`config.mk`:
```
export PLATFORM = sky130hd
export DESIGN_NAME = imem_loader
export DESIGN_NICKNAME = d
export VERILOG_FILES = /design/src/rtl/imem_loader.sv
export SDC_FILE = /design/constraint.sdc
export NUM_CORES = 1
export LEC_CHECK = 0
export CAP_MARGIN = 20
export CELL_PAD_IN_SITES_DETAIL_PLACEMENT = 0
export CELL_PAD_IN_SITES_GLOBAL_PLACEMENT = 1
export CORE_UTILIZATION = 54
export DETAILED_ROUTE_END_ITERATION = 7
export DONT_BUFFER_PORTS = 1
export HOLD_SLACK_MARGIN = 0.1
export PLACE_DENSITY = 0.87
export SLEW_MARGIN = 15
export SYNTH_ARGS = -nofsm -noshare
export SYNTH_HDL_FRONTEND = slang
export SYNTH_SLANG_ARGS = --single-unit
```
`constraint.sdc`:
```
create_clock -name clk -period 4.7 [get_ports clk]
set_clock_uncertainty 0.15 [all_clocks]
set_input_delay 0.705 -clock clk [delete_from_list [all_inputs] [get_ports clk]]
set_output_delay 0.705 -clock clk [all_outputs]
set_load 0.01 [all_outputs]
```
`src/rtl/imem_loader.sv`:
```
// Boot loader: assembles a little-endian byte stream into 32-bit words and writes
// them to instruction memory from BASE_ADDR, holding the core in reset until done.
module imem_loader #(
    parameter logic [31:0] BASE_ADDR   = 32'h0000_0000,
    parameter int          DEPTH_WORDS = 256
) (
    input  logic        clk,
    input  logic        reset,
    input  logic        start,
    input  logic [7:0]  rx_data,
    input  logic        rx_valid,
    output logic        rx_ready,
    output logic        imem_we,
    output logic [31:0] imem_addr,
    output logic [31:0] imem_wdata,
    output logic        core_hold,
    output logic        done,
    output logic        error,
    output logic [15:0] words_loaded
);

    localparam logic [31:0] DEPTH_LIMIT = 32'(DEPTH_WORDS);

    typedef enum logic [2:0] {
        IDLE  = 3'd0,
        HDR   = 3'd1,
        DATA  = 3'd2,
        WRITE = 3'd3,
        DONE  = 3'd4,
        ERR   = 3'd5
    } state_t;

    state_t      state;
    state_t      nextState;
    logic [1:0]  byteIdx;
    logic [23:0] asmWord;
    logic [31:0] fullWord;
    logic [15:0] wordCount;
    logic [15:0] wordsLoaded;
    logic        accept;
    logic        lastByte;
    logic        rxReadyNxt;
    logic        weNxt;
    logic        holdNxt;
    logic        doneNxt;
    logic        errorNxt;

    assign accept       = rx_valid && rx_ready;
    assign lastByte     = accept && (byteIdx == 2'd3);
    assign fullWord     = {rx_data, asmWord};
    assign words_loaded = wordsLoaded;

    always_ff @(posedge clk or negedge reset) begin
        if (!reset) begin
            state <= IDLE;
        end else begin
            state <= nextState;
        end
    end

    always_comb begin
        nextState = state;
        case (state)
            IDLE: begin
                if (start) nextState = HDR;
            end
            HDR: begin
                if (lastByte) begin
                    if (fullWord == 32'd0 || fullWord > DEPTH_LIMIT) nextState = ERR;
                    else                                             nextState = DATA;
                end
            end
            DATA: begin
                if (lastByte) nextState = WRITE;
            end
            WRITE: begin
                if (wordsLoaded + 16'd1 == wordCount) nextState = DONE;
                else                                  nextState = DATA;
            end
            DONE, ERR: begin
                if (start) nextState = HDR;
            end
            default: nextState = IDLE;
        endcase
    end

    // Status outputs are decoded from the next state and registered, so they
    // change on the same edge as the state and never depend on rx_valid.
    always_comb begin
        rxReadyNxt = (nextState == HDR) || (nextState == DATA);
        weNxt      = (nextState == WRITE);
        holdNxt    = (nextState != DONE);
        doneNxt    = (nextState == DONE);
        errorNxt   = (nextState == ERR);
    end

    always_ff @(posedge clk or negedge reset) begin
        if (!reset) begin
            rx_ready  <= 1'b0;
            imem_we   <= 1'b0;
            core_hold <= 1'b1;
            done      <= 1'b0;
            error     <= 1'b0;
        end else begin
            rx_ready  <= rxReadyNxt;
            imem_we   <= weNxt;
            core_hold <= holdNxt;
            done      <= doneNxt;
            error     <= errorNxt;
        end
    end

    always_ff @(posedge clk or negedge reset) begin
        if (!reset) begin
            byteIdx     <= 2'd0;
            asmWord     <= 24'd0;
            wordCount   <= 16'd0;
            wordsLoaded <= 16'd0;
            imem_addr   <= BASE_ADDR;
            imem_wdata  <= 32'd0;
        end else begin
            case (state)
                IDLE, DONE, ERR: begin
                    if (start) begin
                        byteIdx     <= 2'd0;
                        wordsLoaded <= 16'd0;
                    end
                end
                HDR, DATA: begin
                    if (accept) begin
                        byteIdx <= byteIdx + 2'd1;
                        case (byteIdx)
                            2'd0:    asmWord[7:0]   <= rx_data;
                            2'd1:    asmWord[15:8]  <= rx_data;
                            2'd2:    asmWord[23:16] <= rx_data;
                            default: begin
                                if (state == HDR) begin
                                    wordCount <= fullWord[15:0];
                                end else begin
                                    imem_wdata <= fullWord;
                                    imem_addr  <= BASE_ADDR + {14'd0, wordsLoaded, 2'b00};
                                end
                            end
                        endcase
                    end
                end
                WRITE: begin
                    wordsLoaded <= wordsLoaded + 16'd1;
                end
                default: ;
            endcase
        end
    end

endmodule

```
== Yosys cells after proc, flatten, opt, wreduce, memory -nomap -nowiden ==
Index checks and enable logic that the tools add are counted.
Storage, ports and cells
  flip-flop bits (word level): 114
  input bits: 12
  output and inout port bits: 85
  word-level logic and storage cells: 66
Operators by class
  add/subtract/negate cells: 2
  order comparisons: 1
  equality and inequality tests: 17
  multiplexer cells: 11
  bitwise gates (word level): 2
  reduce and logical (&&, ||, !) cells: 19
Operators by type and width (number)
  greater-than comparator 32 x 9 -> 1 bit (second input constant): 1
  zero test 32 bit: 1
  one-hot mux 16 bit (2 select lines): 1
  adder 16 x 1 -> 16 bit (second input constant): 1
  equality test 16 bit: 1
  two-way mux 16 bit: 1
  two-way mux 3 bit: 5
  equality test 3 x 2 -> 1 bit (second input constant): 4
  equality test 3 bit (second input constant): 4
  one-hot mux 3 bit (4 select lines): 1
  AND reduction 3 bit: 4
  AND reduction 4 bit: 2
  equality test 3 x 1 -> 1 bit (second input constant): 2
  OR reduction 3 bit: 2
  equality test 2 bit (second input constant): 2
  two-way mux 2 bit: 2
  one-hot mux 2 bit (2 select lines): 1
  nonzero test 2 bit: 2
  zero test 3 bit: 1
  != test 3 bit (second input constant): 1
  adder 2 x 1 -> 2 bit (second input constant): 1
  equality test 2 x 1 -> 1 bit (second input constant): 1
  logical AND 1 bit: 2
  zero test 2 bit: 1
  other kinds (6): 8

== Depth between registers and ports, before layout ==
Gate-level depths: netlist of run 1.
  depth in word-level cells: 7
  mapped depth: 8
  mapped depth without buffers: 7

== Least setup slack after synthesis of run 1 ==
OpenSTA, ideal clock, no wires.
  path kind: reg-to-reg
  start point: reg wordsLoaded[0], in the netlist words_loaded[0]
  end point: reg state[1]
  setup time: 0.132 ns
  arrival: 2.440 ns
  data required time: 4.418 ns
  path slack: 1.978 ns
  stages on the path, launching flop included: 9
  period minus slack after synthesis: 2.722 ns
  cell sequence: dfrtp_1 > ha_1 > and3_1 > clkbuf_1 > and2_1 > a221o_1 > or4_1 > nor4_4 > o21ai_1
Between the ends
  cells in the longest elaborated chain, start to end: 4
RTL lines
  start, declared: line 39  | logic [15:0] wordsLoaded;
  start signal, assigned: line 148  | wordsLoaded <= wordsLoaded + 16'd1;
  adder 16 x 1 -> 16 bit: line 77  | if (wordsLoaded + 16'd1 == wordCount) nextState = DONE;
  equality test 16 bit: line 77
  two-way mux 3 bit: line 77
  one-hot mux 3 bit (4 select lines): line 63  | case (state)
  net nextState[1]: line 34  | state_t nextState;
  end signal, assigned: line 57  | state <= nextState;
  end, declared: line 33  | state_t state;
The timed path passes the listed nets, and every way through them passes these cells.
A chain may end at the register's enable or synchronous reset.

== Worst setup path after layout of run 1 ==
  start point: reg wordsLoaded[0], in the netlist words_loaded[0]
  end point: reg rx_ready
Between the ends
  cells in the longest elaborated chain, start to end: 6
RTL lines
  adder 16 x 1 -> 16 bit *: line 77
  equality test 16 bit *: line 77
  two-way mux 3 bit *: line 77
  one-hot mux 3 bit (4 select lines) *: line 63
  equality test 3 x 1 -> 1 bit or equality test 3 x 2 -> 1 bit (tied branches): line 90  | rxReadyNxt = (nextState == HDR) || (nextState == DATA);
  logical OR 1 bit *: line 90
  net rxReadyNxt: line 42  | logic rxReadyNxt;
  end signal, assigned: line 105  | rx_ready <= rxReadyNxt;
  end, declared: line 12  | output logic rx_ready,
The timed path passes the listed nets; every way through them passes the cells marked *.

==> impl_metrics.env, run 1 <==
export IMPL_max_slew_margin=0.322
export IMPL_timing_final_crit_share=0.650
export IMPL_grt_max_degree=115
export IMPL_start_util=0.557
export IMPL_async_flop_share=1.00
export IMPL_core_region_area_um2=9730
export IMPL_finalPower_w=0.00426
export IMPL_ys_ff_latch=114
export IMPL_crit_type="flop to flop"
export IMPL_rsz0062_at_grt="no"
export IMPL_areaGrowthSynthToFinish_pct=13.4
export IMPL_cts_path_max_buffers=2
export IMPL_peakVddDrop_v=0.000383
export IMPL_ys_flop_type="dfrtp_1"
export IMPL_status="completed"
export IMPL_ys_types=61
export IMPL_cts_sinks=114
export IMPL_worst_hold_slack_ns=0.182
export IMPL_drive_gt1_frac=0.294
export IMPL_synth_area_leader_cell="dfrtp_1"
export IMPL_finalSetupTns_ns=0
export IMPL_crit_fanout=9
export IMPL_track_usage=0.243
export IMPL_p_per_area_nw_per_um2=693
export IMPL_cts_tree="yes"
export IMPL_clockRootBuffer="clkbuf_8"
export IMPL_dr_pass1_iters=5
export IMPL_antenna_found_initial=0
export IMPL_die_y_um=102
export IMPL_viasPerCell=5.94
export IMPL_routed_wl_mm=11.6
export IMPL_combPwrFrac=0.219
export IMPL_grt_pass1_wl_mm=18.6
export IMPL_layout_nets=466
export IMPL_worstSetupEndpointType="flop"
export IMPL_yosysSeqAreaShare=0.527
export IMPL_switchingPower_w=0.00149
export IMPL_netlist_instances=449
export IMPL_period_needed_ns=3.05
export IMPL_cp_start_kind="flop"
export IMPL_yosysTopAreaCellShare=0.522
export IMPL_grt_pass1_vias=3556
export IMPL_final_antenna_net_count=0
export IMPL_worst_skew_pair_late_latency_ns=0.52
export IMPL_drtIter0Drc=187
export IMPL_n_fill_cell=750
export IMPL_required_ns=4.93
export IMPL_die_area_um2=10400
export IMPL_leakage_nw=2.68
export IMPL_tightest_slew_ns=1.00
export IMPL_slew_viol_final=0
export IMPL_dp_cells=559
export IMPL_maxCapViolations=0
export IMPL_path_clk_slew_ns=0.06
export IMPL_seqPwrFrac=0.459
export IMPL_netlist_area_um2=5420
export IMPL_portBuffers=0
export IMPL_yosys_warnings=0
export IMPL_wl_per_cell_um=19.5
export IMPL_fmax_ghz=0.328
export IMPL_layoutNonFillerInstCount=595
export IMPL_cts_setup_buffers=0
export IMPL_place_gp_congestion=0.883
export IMPL_rows=36
export IMPL_p_int_w=0.00277
export IMPL_cp_arrival_ns=3.29
export IMPL_synth_edf_count=0
export IMPL_grt_ovfl_total=0
export IMPL_setup_viol=0
export IMPL_hold_viol=0
export IMPL_clkPwrFrac=0.322
export IMPL_diodes=0
export IMPL_switching_share=0.349
export IMPL_routed_via_count=3535
export IMPL_drc=0
export IMPL_cts_made_buffers=17
export IMPL_h_tree_depth=4
export IMPL_synthTopCellsByArea="dfrtp_1 52%, mux2_2 18%, o21ai_0 2.3%, buf_4 2.2%, xnor2_1 2.1%"
export IMPL_die_w_um=102
export IMPL_pin_count=97
export IMPL_hold_class="primary input to flop"
export IMPL_dp_hpwl_mm=7.61
export IMPL_synth_area_per_cell_um2=12.1
==> through the flow <==
step	instance area (µm²)	setup WS (ns)	util
after floorplan	5470	1.98	-
after global placement	5430	1.75	0.558
after detailed placement	5430	1.63	0.558
after CTS	6110	1.62	0.628
after global routing	6140	1.41	0.631
final	6140	1.65	0.631
==> state kept, by name, summed over array words and instances (netlist names) <==
| signal | cells |
|---|---|
| done | 1 |
| words_loaded | 16 |
| imem_wdata | 32 |
| imem_we | 1 |
| rx_ready | 1 |
| error | 1 |
| core_hold | 1 |
| state | 3 |
| wordCount | 16 |
| asmWord | 24 |
| byteIdx | 2 |
| imem_addr | 16 |
==> worst paths after layout <==
kind                                       from               to  slack [ns]  cells after the start
max in group asynchronous                 reset    imem_wdata[5]        3.31                      2
worst min-delay path                 rx_data[5]      asmWord[21]        0.18                      1
min in group asynchronous                 reset  words_loaded[3]        0.62                      2
worst max-delay path            words_loaded[0]         rx_ready        1.65                      7
worst max register to register  words_loaded[0]         rx_ready        1.65                      7
worst min register to register     wordCount[6]     wordCount[6]        0.38                      1
==> cell usage in the layout, fill, tap and decap left out, drive strengths merged, types with 2 or more instances in the layout <==
cell,instances
mux2i,2
a21o,2
nand2,20
nand4b,2
a21oi,11
a31oi,2
dfrtp,113
nand4,8
nor2,24
o21ai,26
clkbuf,19
xor2,3
and3,3
nand2b,7
or4,2
a21boi,2
clkinv,4
buf,5
conb,16
o41ai,2
inv,9
o221ai,3
nand3,7
and4,5
ha,5
and2,7
mux2,88
o211ai,3
xnor2,13
nor4,9
bufinv,4
o31ai,7
nor3,8
==> power by group through the flow <==
stage	Clock [W]	Sequential [W]	Combinational [W]
after floorplan	0	0.00174	0.000879
after global placement	0	0.00195	0.000864
after detailed placement	0	0.00196	0.000896
after CTS	0.00139	0.00195	0.000932
after global routing	0.00144	0.00202	0.00103
final	0.00137	0.00195	0.000934
==> synth_stat cells, types with 4 or more instances <==
library cell / number
dfrtp_1: 113
mux2_2: 88
o21ai_0: 25
nor2_1: 24
nand2_1: 20
buf_4: 16
clkbuf_1: 14
xnor2_1: 13
a21oi_1: 11
nor3_1: 8
nand2b_1: 7
nand3_1: 7
nor4_1: 7
o31ai_1: 7
and2_1: 6
buf_2: 6
nand4_1: 6
ha_1: 5
inv_1: 5
and4_1: 4
==> metal layers <==
layer	vias up	wire length, µm	GRT usage
li1	1603	-	-
met1	1784	4990	0.304
met2	133	5660	0.385
met3	15	811	0.0848
met4	0	127	0.0989
met5	-	0	0
==> final cells by class <==
class / instances / area, µm² / share of cell area
Clock inverter: 13 / 198 / 0.0322
Inverter: 5 / 18.8 / 0.00306
Multi-Input combinational cell: 305 / 2380 / 0.387
Timing Repair Buffer: 6 / 83.8 / 0.0137
Tap cell: 133 / 166 / 0.0271
Clock buffer: 19 / 442 / 0.0719
Sequential cell: 114 / 2850 / 0.465
==> critical path, stage by stage, from the launching register on <==
cell	delay [ns]
dfrtp_1	0.58
ha_1	0.32
nand3_1	0.24
nor4_2	0.42
o221ai_1	0.16
or4_1	0.53
nor4_4	0.40
a21oi_1	0.11
==> repair_timing <==
| action | in CTS | in global routing |
|---|---|---|
| endpoints found under the hold margin | 114 | 0 |
| hold buffers | 2 | 0 |
| gates resized for setup | 0 | 0 |
==> cells by family (layout without fill, tap and decap cells) <==
| logic type | after synthesis | after routing | share of synthesized area |
|---|---|---|---|
| AOI/OAI and AO/OA | 69 | 69 | 0.0857 |
| xor gates and xnor gates | 16 | 16 | 0.0259 |
| adders and majority gates | 5 | 5 | 0.0116 |
| buffers and inverters | 45 | 43 | 0.0455 |
| DFF | 114 | 114 | 0.527 |
| muxes | 90 | 90 | 0.187 |
| other | 1 | 16 | 0.000692 |
| and+or+nand+nor | 109 | 109 | 0.117 |
(Power assumes the default switching activity.)
==> run 2, diff against run 1 <==
--- a/config.mk
+++ b/config.mk
@@ -8,11 +8,11 @@
 export CAP_MARGIN = 20
 export CELL_PAD_IN_SITES_DETAIL_PLACEMENT = 0
 export CELL_PAD_IN_SITES_GLOBAL_PLACEMENT = 1
-export CORE_UTILIZATION = 54
+export CORE_UTILIZATION = 46
 export DETAILED_ROUTE_END_ITERATION = 7
 export DONT_BUFFER_PORTS = 1
 export HOLD_SLACK_MARGIN = 0.1
-export PLACE_DENSITY = 0.87
+export PLACE_DENSITY = 0.79
 export SLEW_MARGIN = 15
 export SYNTH_ARGS = -nofsm -noshare
 export SYNTH_HDL_FRONTEND = slang
==> constraint.sdc (replaced) <==
create_clock -name clk -period 2.6 [get_ports clk]
set_clock_uncertainty 0.15 [all_clocks]
set_input_delay 0.39 -clock clk [delete_from_list [all_inputs] [get_ports clk]]
set_output_delay 0.39 -clock clk [all_outputs]
set_load 0.01 [all_outputs]
==> impl_metrics.env, run 2 (synthesis results as in run 1) <==
export IMPL_status="complete, but fails checks"
export IMPL_violations="hold timing"
export IMPL_clockRootBuffer="clkbuf_16"
export IMPL_largest_reg_flops=32
export IMPL_viasPerCell=5.66
export IMPL_drc=0
export IMPL_track_usage=0.211
export IMPL_multiInputGateArea_um2=2420
export IMPL_final_antenna_net_count=0
export IMPL_cts_path_max_buffers=2
export IMPL_max_slew_margin=0.649
export IMPL_areaGrowthSynthToFinish_pct=21.1
export IMPL_required_ns=2.74
export IMPL_design_area_um2=6560
export IMPL_regToRegStartpoint="words_loaded[0]"
export IMPL_portBuffers=0
export IMPL_reg2reg_depth=8
export IMPL_mostFrequentLayoutCells="112 x dfrtp_1, 88 x mux2_2, 38 x buf_4, 25 x o21ai_0, 22 x nor2_1"
export IMPL_largest_registers="imem_wdata: 32 flops, asmWord: 24 flops"
export IMPL_period_needed_ns=2.51
export IMPL_cp_arrival_ns=2.65
export IMPL_worstSetupEndpointType="flop"
export IMPL_diodes=0
export IMPL_maxCapViolations=0
export IMPL_worst_hold_slack_ns=-0.478
export IMPL_fin_ws_ns=0.0918
export IMPL_drtIter0Drc=192
export IMPL_rrSetupSlack_ns=0.09
export IMPL_post_cts_hold_buffer_count=10
export IMPL_final_common_cell="dfrtp_1"
export IMPL_cts_sinks=114
export IMPL_slew_viol_final=0
export IMPL_layout_nets=513
export IMPL_wl_per_cell_um=19.0
export IMPL_die_y_um=111
export IMPL_start_util=0.472
export IMPL_fmax_ghz=0.399
export IMPL_n_fill_cell=925
export IMPL_grt_max_degree=115
export IMPL_h_tree_depth=4
export IMPL_largest_register="imem_wdata"
export IMPL_cp_start_kind="flop"
export IMPL_die_area_um2=12200
export IMPL_timing_final_crit_share=0.965
export IMPL_placed_area_um2=5700
export IMPL_crit_type="flop to flop"
export IMPL_r2r_end="state[1]"
export IMPL_dpl_worst_slack_ns=0.0220
export IMPL_hold_class="primary input to async pin"
export IMPL_seq_area_um2=2860
export IMPL_die_w_um=111
export IMPL_setup_viol=0
export IMPL_peakVddDrop_v=0.000724
export IMPL_tightest_slew_ns=0.523
export IMPL_worst_skew_pair_late_latency_ns=0.42
export IMPL_cts_tree="yes"
export IMPL_leakage_nw=2.92
export IMPL_utilization=0.572
export IMPL_drive_gt1_frac=0.356
export IMPL_rows=39
export IMPL_cts_made_buffers=17
export IMPL_dr_pass1_iters=4
export IMPL_grt_pass1_vias=3651
export IMPL_p_per_area_nw_per_um2=1240
export IMPL_place_gp_congestion=0.816
export IMPL_dp_hpwl_mm=8.30
export IMPL_routed_via_count=3693
export IMPL_pin_count=97
export IMPL_hold_viol=114
export IMPL_antenna_found_initial=0
export IMPL_path_clk_slew_ns=0.06
export IMPL_routed_wl_mm=12.4
export IMPL_core_region_area_um2=11500
export IMPL_finalSetupTns_ns=0
export IMPL_grt_ovfl_total=0
export IMPL_crit_fanout=7
export IMPL_grt_pass1_wl_mm=20.1
[run 2: cell types whose count changed in the layout (fill, tap and decap cells not counted), sizes merged]
cell	before	now
dlygate4sd3	1	10
inv	9	10
buf	5	43
clkinv	4	3
[run 2: how the worst max path moves through the flow]
| stage | from | endpoint | slack (ns) | cells after the start |
|---|---|---|---|---|
| after floorplan | words_loaded[2] | state[1] | 0.04 | 7 |
| after CTS | words_loaded[1] | rx_ready | 0.005 | 6 |
| after global routing | words_loaded[1] | state[1] | -0.01 | 8 |
| after global placement | words_loaded[1] | state[1] | 0.09 | 6 |
| final | words_loaded[0] | state[1] | 0.09 | 8 |
| after detailed placement | words_loaded[1] | rx_ready | 0.02 | 6 |
[run 2: critical path, cell delays in order, from the launching register on]
cell     delay (ns)
dfrtp_2        0.42
buf_4          0.18
and4_2         0.30
nand2_1        0.15
o22ai_1        0.12
or4_4          0.54
nor4_4         0.27
buf_4          0.18
o21ai_1        0.07
[run 2: layer usage]
metal  track usage  wire length (µm)  vias up
li1              -                 -     1703
met1         0.271              5440     1848
met2         0.326              5820      121
met3        0.0790               919       21
met4        0.0729               195        0
met5             0                 0        -
[run 2: power by group]
part | internal (W) | leakage (nW) | total (W) | switching [W]
logic | 0.00124 | 1.17 | 0.00237 | 0.00113
clock network | 0.00165 | 0.310 | 0.00253 | 0.000877
registers | 0.00247 | 1.44 | 0.00323 | 0.000763
[run 2: area by class of cell]
type	count	share of cell area
Sequential cell	114	0.435
Clock inverter	13	0.0301
Clock buffer	19	0.0675
Timing Repair Buffer	53	0.0687
Inverter	5	0.00286
Tap cell	143	0.0273
Multi-Input combinational cell	305	0.368
[run 2: timing repair]
item                                    CTS  global route
endpoints found under the setup margin    0             5
hold endpoints to repair                147           114
setup buffers                             0             9
resized for setup                         0            13
[run 2: stage by stage]
stage / power [W] / std cells
6_report: 0.00813 / 652
2_1_floorplan: 0.00473 / 464
3_3_place_gp: 0.00535 / 601
3_5_place_dp: 0.00544 / 601
4_1_cts: 0.00802 / 643
5_1_grt: 0.00855 / 652
